===== config.mk =====
export PLATFORM = sky130hd
export DESIGN_NAME = operand_fetch
export DESIGN_NICKNAME = d
export VERILOG_FILES = /design/src/rtl/operand_fetch_pkg.sv /design/src/rtl/operand_fetch_capture.sv /design/src/rtl/operand_fetch.sv
export SDC_FILE = /design/constraint.sdc
export NUM_CORES = 1
export LEC_CHECK = 0
export CORE_MARGIN = 2
export CORE_UTILIZATION = 48
export CTS_BUF_LIST = sky130_fd_sc_hd__clkbuf_4
export DETAILED_ROUTE_END_ITERATION = 10
export MAX_ROUTING_LAYER = met4
export PLACE_DENSITY = 0.88
export SKIP_CTS_REPAIR_TIMING = 1
export SYNTH_ARGS = -nofsm -noshare
export SYNTH_HDL_FRONTEND = slang
export SYNTH_HIERARCHICAL = 1
export SYNTH_SLANG_ARGS = --single-unit

===== constraint.sdc =====
create_clock -name clk -period 2.7 [get_ports clk]
set_clock_uncertainty 0.05 [all_clocks]
set_input_delay 0.27 -clock clk [delete_from_list [all_inputs] [get_ports clk]]
set_output_delay 0.27 -clock clk [all_outputs]
set_load 0.02 [all_outputs]

===== src/rtl/operand_fetch_pkg.sv =====
// operand_fetch_pkg: FSM state encoding and IR field positions shared by operand_fetch and opfetch_capture
package operand_fetch_pkg;
  typedef enum logic [1:0] {IDLE = 2'd0, RD_A = 2'd1, RD_B = 2'd2, DONE = 2'd3} state_t;
  localparam int RB_HI = 22;
  localparam int RB_LO = 19;
  localparam int RC_HI = 18;
  localparam int RC_LO = 15;
  localparam int C_HI = 18;
  localparam int C_WIDTH = 19;
endpackage


===== src/rtl/operand_fetch_capture.sv =====
// opfetch_capture: WIDTH-bit operand register (clk, clr, load, zero-force, byp selects w_data over d, q out)
module opfetch_capture
  import operand_fetch_pkg::*;
#(
  parameter int WIDTH = 32
) (
  input  logic             clk,
  input  logic             clr,
  input  logic             load,
  input  logic             zero,
  input  logic             byp,
  input  logic [WIDTH-1:0] d,
  input  logic [WIDTH-1:0] w_data,
  output logic [WIDTH-1:0] q
);
  always_ff @(posedge clk)
    if (clr) q <= '0;
    else if (load) q <= zero ? '0 : byp ? w_data : d;
endmodule


===== src/rtl/operand_fetch.sv =====
// operand_fetch: sequences Rb/Rc reads on a single-port regfile into op_a/op_b (start/ir/imm_sel/ba_sel in; r_addr out, r_data in; wr_en/w_addr/w_data snooped; busy/done out); OPFETCH_BYPASS_EN forwards same-cycle writes
module operand_fetch
  import operand_fetch_pkg::*;
#(
  parameter int DEPTH = 4,
  parameter int WIDTH = 32
) (
  input  logic             clk,
  input  logic             clr,
  input  logic             start,
  input  logic [31:0]      ir,
  input  logic             imm_sel,
  input  logic             ba_sel,
  output logic [DEPTH-1:0] r_addr,
  input  logic [WIDTH-1:0] r_data,
  input  logic             wr_en,
  input  logic [DEPTH-1:0] w_addr,
  input  logic [WIDTH-1:0] w_data,
  output logic [WIDTH-1:0] op_a,
  output logic [WIDTH-1:0] op_b,
  output logic             busy,
  output logic             done
);
  state_t state;
  logic [3:0] rb, rc;
  logic [C_WIDTH-1:0] c;
  logic imm, ba, hz;
  logic [WIDTH-1:0] ext;
  assign ext = {{(WIDTH-C_WIDTH){c[C_WIDTH-1]}}, c};
  always_ff @(posedge clk)
    if (clr) begin
      state <= IDLE;
      r_addr <= '0;
      busy <= 1'b0;
      done <= 1'b0;
      rb <= '0;
      rc <= '0;
      c <= '0;
      imm <= 1'b0;
      ba <= 1'b0;
    end else
      case (state)
        IDLE: if (start) begin
          state <= RD_A;
          busy <= 1'b1;
          r_addr <= DEPTH'(ir[RB_HI:RB_LO]);
          rb <= ir[RB_HI:RB_LO];
          rc <= ir[RC_HI:RC_LO];
          c <= ir[C_HI:0];
          imm <= imm_sel;
          ba <= ba_sel;
        end
        RD_A: begin
          state <= imm ? DONE : RD_B;
          r_addr <= imm ? '0 : DEPTH'(rc);
          done <= imm;
        end
        RD_B: begin
          state <= DONE;
          r_addr <= '0;
          done <= 1'b1;
        end
        DONE: begin
          state <= IDLE;
          busy <= 1'b0;
          done <= 1'b0;
        end
      endcase
`ifdef OPFETCH_BYPASS_EN
  // the regfile returns the pre-write value when the snooped write hits the address being read
  assign hz = wr_en && w_addr == r_addr;
`else
  logic unused;
  assign hz = 1'b0;
  assign unused = ^{wr_en, w_addr, w_data};
`endif
  opfetch_capture #(.WIDTH(WIDTH)) cap_a (
    .clk(clk), .clr(clr), .load(state == RD_A), .zero(ba && rb == 4'd0), .byp(hz),
    .d(r_data), .w_data(w_data), .q(op_a)
  );
  // immediate loads op_b alongside op_a in RD_A; no regfile read backs it, so no bypass there
  opfetch_capture #(.WIDTH(WIDTH)) cap_b (
    .clk(clk), .clr(clr), .load((state == RD_A && imm) || state == RD_B), .zero(1'b0),
    .byp(hz && state == RD_B), .d(imm ? ext : r_data), .w_data(w_data), .q(op_b)
  );
endmodule


# Yosys cells after proc, flatten, opt, wreduce, memory -nomap -nowiden
# Cells that the tools add are included.
word_totals:
  register_bits: 101
  in_bits: 106
classes:
  n_eq_ne: 4
  n_reduce_logical: 11
  mux: 11
ops:
  columns: ["cell", "n"]
  rows:
  - ["$mux 32", 2]
  - ["$pmux 4 s3", 1]
  - ["$mux 4", 2]
  - ["$pmux 2 s4", 1]
  - ["$reduce_and 2->1", 3]
  - ["$reduce_bool 3->1", 2]
  - ["$eq 2x2->1 const B", 2]
  - ["$logic_not 4->1", 1]
  - ["$pmux 1 s3", 1]
  - ["$eq 2x1->1 const B", 1]
  - ["$logic_and 1x1->1", 2]
  - ["$logic_not 2->1", 1]
  - ["$mux 1", 2]
  - ["$mux 2", 1]
  - ["$ne 2x2->1 const B", 1]
  - ["$pmux 1 s2", 1]
  - ["$reduce_bool 2->1", 1]
  - ["$logic_or 1x1->1", 1]

# Logic depth before layout (Yosys ltp)
depth:
  word_depth: 3
  ltp_mapped: 7
  ltp_nobuf: 5

# By module
# The synthesis kept the hierarchy.
by_module_without_submodules:
  columns: ["mod", "n_inst", "cells_per_inst", "area_per_inst_um2", "seq_area_each_um2"]
  rows:
  - ["opfetch_capture", 2, 109, 1323.8, 640.6]
  - ["operand_fetch", 1, 217, 1672.9, 660.6]

# Worst setup path before layout
# OpenSTA, ideal clock, no wires.
synth_timing:
  path_kind: "register -> register"
  from: "reg state[0]"
  to: "reg r_addr[3]"
  stages_incl_launch_ff: 6
  path_slack_ns: 1.050
  setup_ns: 0.132
  arrival_ns: 1.468
  path_cell_list: "dfxtp_1 > inv_1 > ha_1 > and3b_1 > a2111oi_0 > nor3_1"
synth_between:
  elab_chain_len: 3
synth_lines:
  columns: ["element", "line_no", "text"]
  rows:
  - ["start, declared", "operand_fetch.sv:24", "state_t state;"]
  - ["start signal, assigned", "operand_fetch.sv:54", "state <= imm ? DONE : RD_B;"]
  - ["$eq 2x2->1, or another cell as far along", "operand_fetch.sv:42", "case (state)"]
  - ["$reduce_bool 3->1 (no line) / $ne 2x2->1 (equally long branches)", null, null]
  - ["$reduce_and 2->1 (no line)", null, null]
  - ["end signal, assigned", "operand_fetch.sv:46", "r_addr <= DEPTH'(ir[RB_HI:RB_LO]);"]
  - ["end signal, assigned", "operand_fetch.sv:55", "r_addr <= imm ? '0 : DEPTH'(rc);"]
  - ["end, declared", "operand_fetch.sv:14", "output logic [DEPTH-1:0] r_addr,"]
# Parallel ways exist; a longest one is shown, timed or not.
# A chain may end at the register's enable or synchronous reset.

# Worst setup path after layout
layout_timing:
  from: "reg state[1]"
  to: "reg cap_b.q[17]"
layout_between:
  elab_chain_len: 3
layout_lines:
  columns: ["element", "line_no", "text"]
  rows:
  - ["$eq 2x1->1", "operand_fetch.sv:83", ".clk(clk), .clr(clr), .load((state == RD_A && imm) || state == RD_B), .zero(1'b0),"]
  - ["$logic_and 1x1->1", "operand_fetch.sv:83", null]
  - ["$logic_or 1x1->1 *", "operand_fetch.sv:83", null]
  - ["end signal, assigned", "operand_fetch_capture.sv:18", "else if (load) q <= zero ? '0 : byp ? w_data : d;"]
  - ["end, declared", "operand_fetch_capture.sv:14", "output logic [WIDTH-1:0] q"]
# Mark *: on every way between the ends. The rest lies on a longest branch, timed or not.

==> results.sh <==
export IMPL_tns_ns=0
export IMPL_finalNonFillerCells=695
export IMPL_powerDensity_nw_per_um2=745.9
export IMPL_cp_end_kind="flop"
export IMPL_drv_slew=0
export IMPL_grt_use_total_pct=24.88
export IMPL_port_buffers=161
export IMPL_cts_max_path_buffers=2
export IMPL_clock_sinks=97
export IMPL_wl_per_cell_um=17.41
export IMPL_status="finished clean"
export IMPL_cp_slowest_stage_delay_ns=0.59
export IMPL_hold_viol=0
export IMPL_fmax_mhz=457.5
export IMPL_place_congestion=0.8835
export IMPL_cellLeakagePower_nw=2.371
export IMPL_critPathLaunchType="flop"
export IMPL_cts_tree="yes"
export IMPL_num_vias=3802
export IMPL_synth_flop_cell="dfxtp_1"
export IMPL_ios=176
export IMPL_grt_max_degree=37
export IMPL_antennaDiodeCount=0
export IMPL_yosysTopAreaCell="dfxtp_1"
export IMPL_crit_path_max_fanout=17
export IMPL_areaGrowthSynthToFinish_pct=40.69
export IMPL_ir_worst_vdd_v=0.0004576
export IMPL_period_minus_slack_ns=2.186
export IMPL_dr_pass1_iters=4
export IMPL_cts_root_buf="clkbuf_4"
export IMPL_clkLatencyLatePin_ns=0.43
export IMPL_critPathRequiredTime_ns=3.01
export IMPL_synth_ff_latch_count=97
export IMPL_placedCellCount=679
export IMPL_yosysSeqAreaShare_pct=44.95
export IMPL_startpoint="state[1]$_SDFFE_PP0P_"
export IMPL_grt_overflow_total=0
export IMPL_start_util_pct=49.54
export IMPL_dp_slack_ns=0.5035
export IMPL_rsz0062_at_grt="no"
export IMPL_setup_violations_final=0
export IMPL_cts_buffers=9
export IMPL_synthesis_area_sq_um=4320
export IMPL_worstSetupPathType="reg -> reg"
export IMPL_fp_row_count=34
export IMPL_h_tree_depth=3
export IMPL_crit_slowest_cell="nor2_2"
export IMPL_drcViolationCount=0
export IMPL_netlist_area_leader_share_pct=44.95
export IMPL_nNetsFinal=694
export IMPL_fin_crit_sh_pct=80.95
export IMPL_grt_first_pass_wirelength_mm=18.95
export IMPL_synth_warning_count=6
export IMPL_arrival_ns=2.49
export IMPL_dp_hpwl_mm=8.619
export IMPL_vias_per_cell=5.471
export IMPL_hp_class="in -> reg"
export IMPL_hold_start="ir[7]"
export IMPL_antenna_found_initial=0
export IMPL_r2r_start="state[1]$_SDFFE_PP0P_"
export IMPL_async_flop_share_pct=0
export IMPL_drv_cap=0
export IMPL_netlist_top_cells_count="97 x dfxtp_1, 64 x mux2i_1, 64 x o2bb2ai_1"
export IMPL_dieHeight_um=98.87
export IMPL_wirelength_mm=12.10
export IMPL_die_area_sq_um=9775
export IMPL_core_area_sq_um=8721
export IMPL_cts_reportedPaths_clkPinSlew_ns=0.14
export IMPL_drtIter0Drc=93
export IMPL_grt_pass1_vias=3813
export IMPL_path_cells="inv_1 > ha_1 > a21o_1 > nor2_2 > buf_4 > o2bb2ai_1"
export IMPL_postRouteAntennaNets=0
export IMPL_synth_most_common_cell="dfxtp_1"
export IMPL_max_slew_margin_pct=43.63
export IMPL_cp_num_buf_inv=2
export IMPL_crit_family="simple AND/OR/NAND/NOR gates"
export IMPL_layout_drive_gt1_share_pct=7.496
export IMPL_netlist_instances=435
export IMPL_layout_setup_ws_ns=0.5144
export IMPL_synth_enable_flop_cells=0
export IMPL_tightest_slew_ns=0.8435
export IMPL_die_width_um=98.87
export IMPL_yosysUniqueCellTypes=27
export IMPL_avgSynthCellArea_sq_um=9.932
export IMPL_synth_area_leaders="dfxtp_1 45%, mux2i_1 15%, o2bb2ai_1 13%, nand2_1 5.0%, mux2_2 4.7%"
[stage by stage]
stage	cell area (sq um)	util (%)	power [mW]	hold slack [ns]
CTS	6078	69.70	4.542	0.2932
finish	6078	69.70	4.534	0.3178
global route	6078	69.70	4.775	0.2860
detailed placement	5944	68.16	3.788	0.3963
global placement	5944	68.16	3.729	0.3917
floorplan	4328	-	3.000	0.3560
[power breakdown]
part	internal [mW]	switching [mW]	leakage, nW	total (mW)
combinational	0.856	1.00	1.51	1.86
sequential	1.73	0.188	0.792	1.92
clock	0.287	0.473	0.0698	0.760
total	2.87	1.66	2.37	4.53
[state kept, by name (all words and copies together), names as in the netlist]
signal,count
ba,1
busy,1
c,15
cap_a/q,32
cap_b/q,32
done,1
imm,1
r_addr,4
rb,4
rc,4
state,2
[per-layer routing]
metal  vias up  part of all wire, %  wire (um)  global-route usage [%]
met5         -                    0          0                       -
met1      1794                   44       5290                   30.25
met2       142                   49       5927                   41.58
li1       1854                    -          -                       -
met4         0                 0.79         95                   8.219
met3        12                  6.5        787                   4.752
[cells by family after synthesis]
kind of cell / share of synthesized area, %
flops: 44.95
fa+ha+maj: 1.738
other cells: 0.08680
mux: 19.52
simple gates: 7.704
buf+inv: 6.168
compound gates: 19.84
[cell usage in the layout (no fill, tap or decap), drive strengths merged]
cell	netlist	layout
clkdlybuf4s50	0	161
mux2i	64	64
buf	20	9
clkbuf	16	10
ha	6	6
a2111oi	4	4
and2	1	1
dfxtp	97	97
conb	1	3
and3b	1	1
a21oi	32	32
a21o	1	1
nand2	58	58
a211oi	1	1
o2bb2ai	64	64
a211o	1	1
nor2b	5	5
o21ai	14	14
nor2	4	4
clkinvlp	0	2
o211ai	1	1
clkinv	0	3
bufinv	0	1
nand2b	1	1
mux2	18	18
nor3	6	6
or3b	2	2
inv	17	17
[layout make-up]
class                           instances  area [sq um]
Clock buffer                           10         75.07
Clock inverter                          6         58.81
Fill cell                             674          2643
Inverter                               17         63.81
Multi-Input combinational cell        287          2125
Sequential cell                        97          1942
Tap cell                              108         135.1
Timing Repair Buffer                  170          1679
[worst paths after layout]
| check | to | slack (ns) | cells after the start |
|---|---|---|---|
| setup / recovery | cap_b/q[17]$_SDFFE_PP0P_ | 0.51 | 6 |
| hold / removal | c[7]$_SDFFE_PP0P_ | 0.32 | 3 |
| setup reg to reg | cap_b/q[17]$_SDFFE_PP0P_ | 0.51 | 6 |
| hold reg to reg | c[5]$_SDFFE_PP0P_ | 0.41 | 2 |
[worst min-delay path: stages]
cell and delay [ns]:
clkdlybuf4s50_1 0.40, nand2_1 0.05, a21oi_1 0.05
Note: power is estimated with default switching activity, not from simulation.
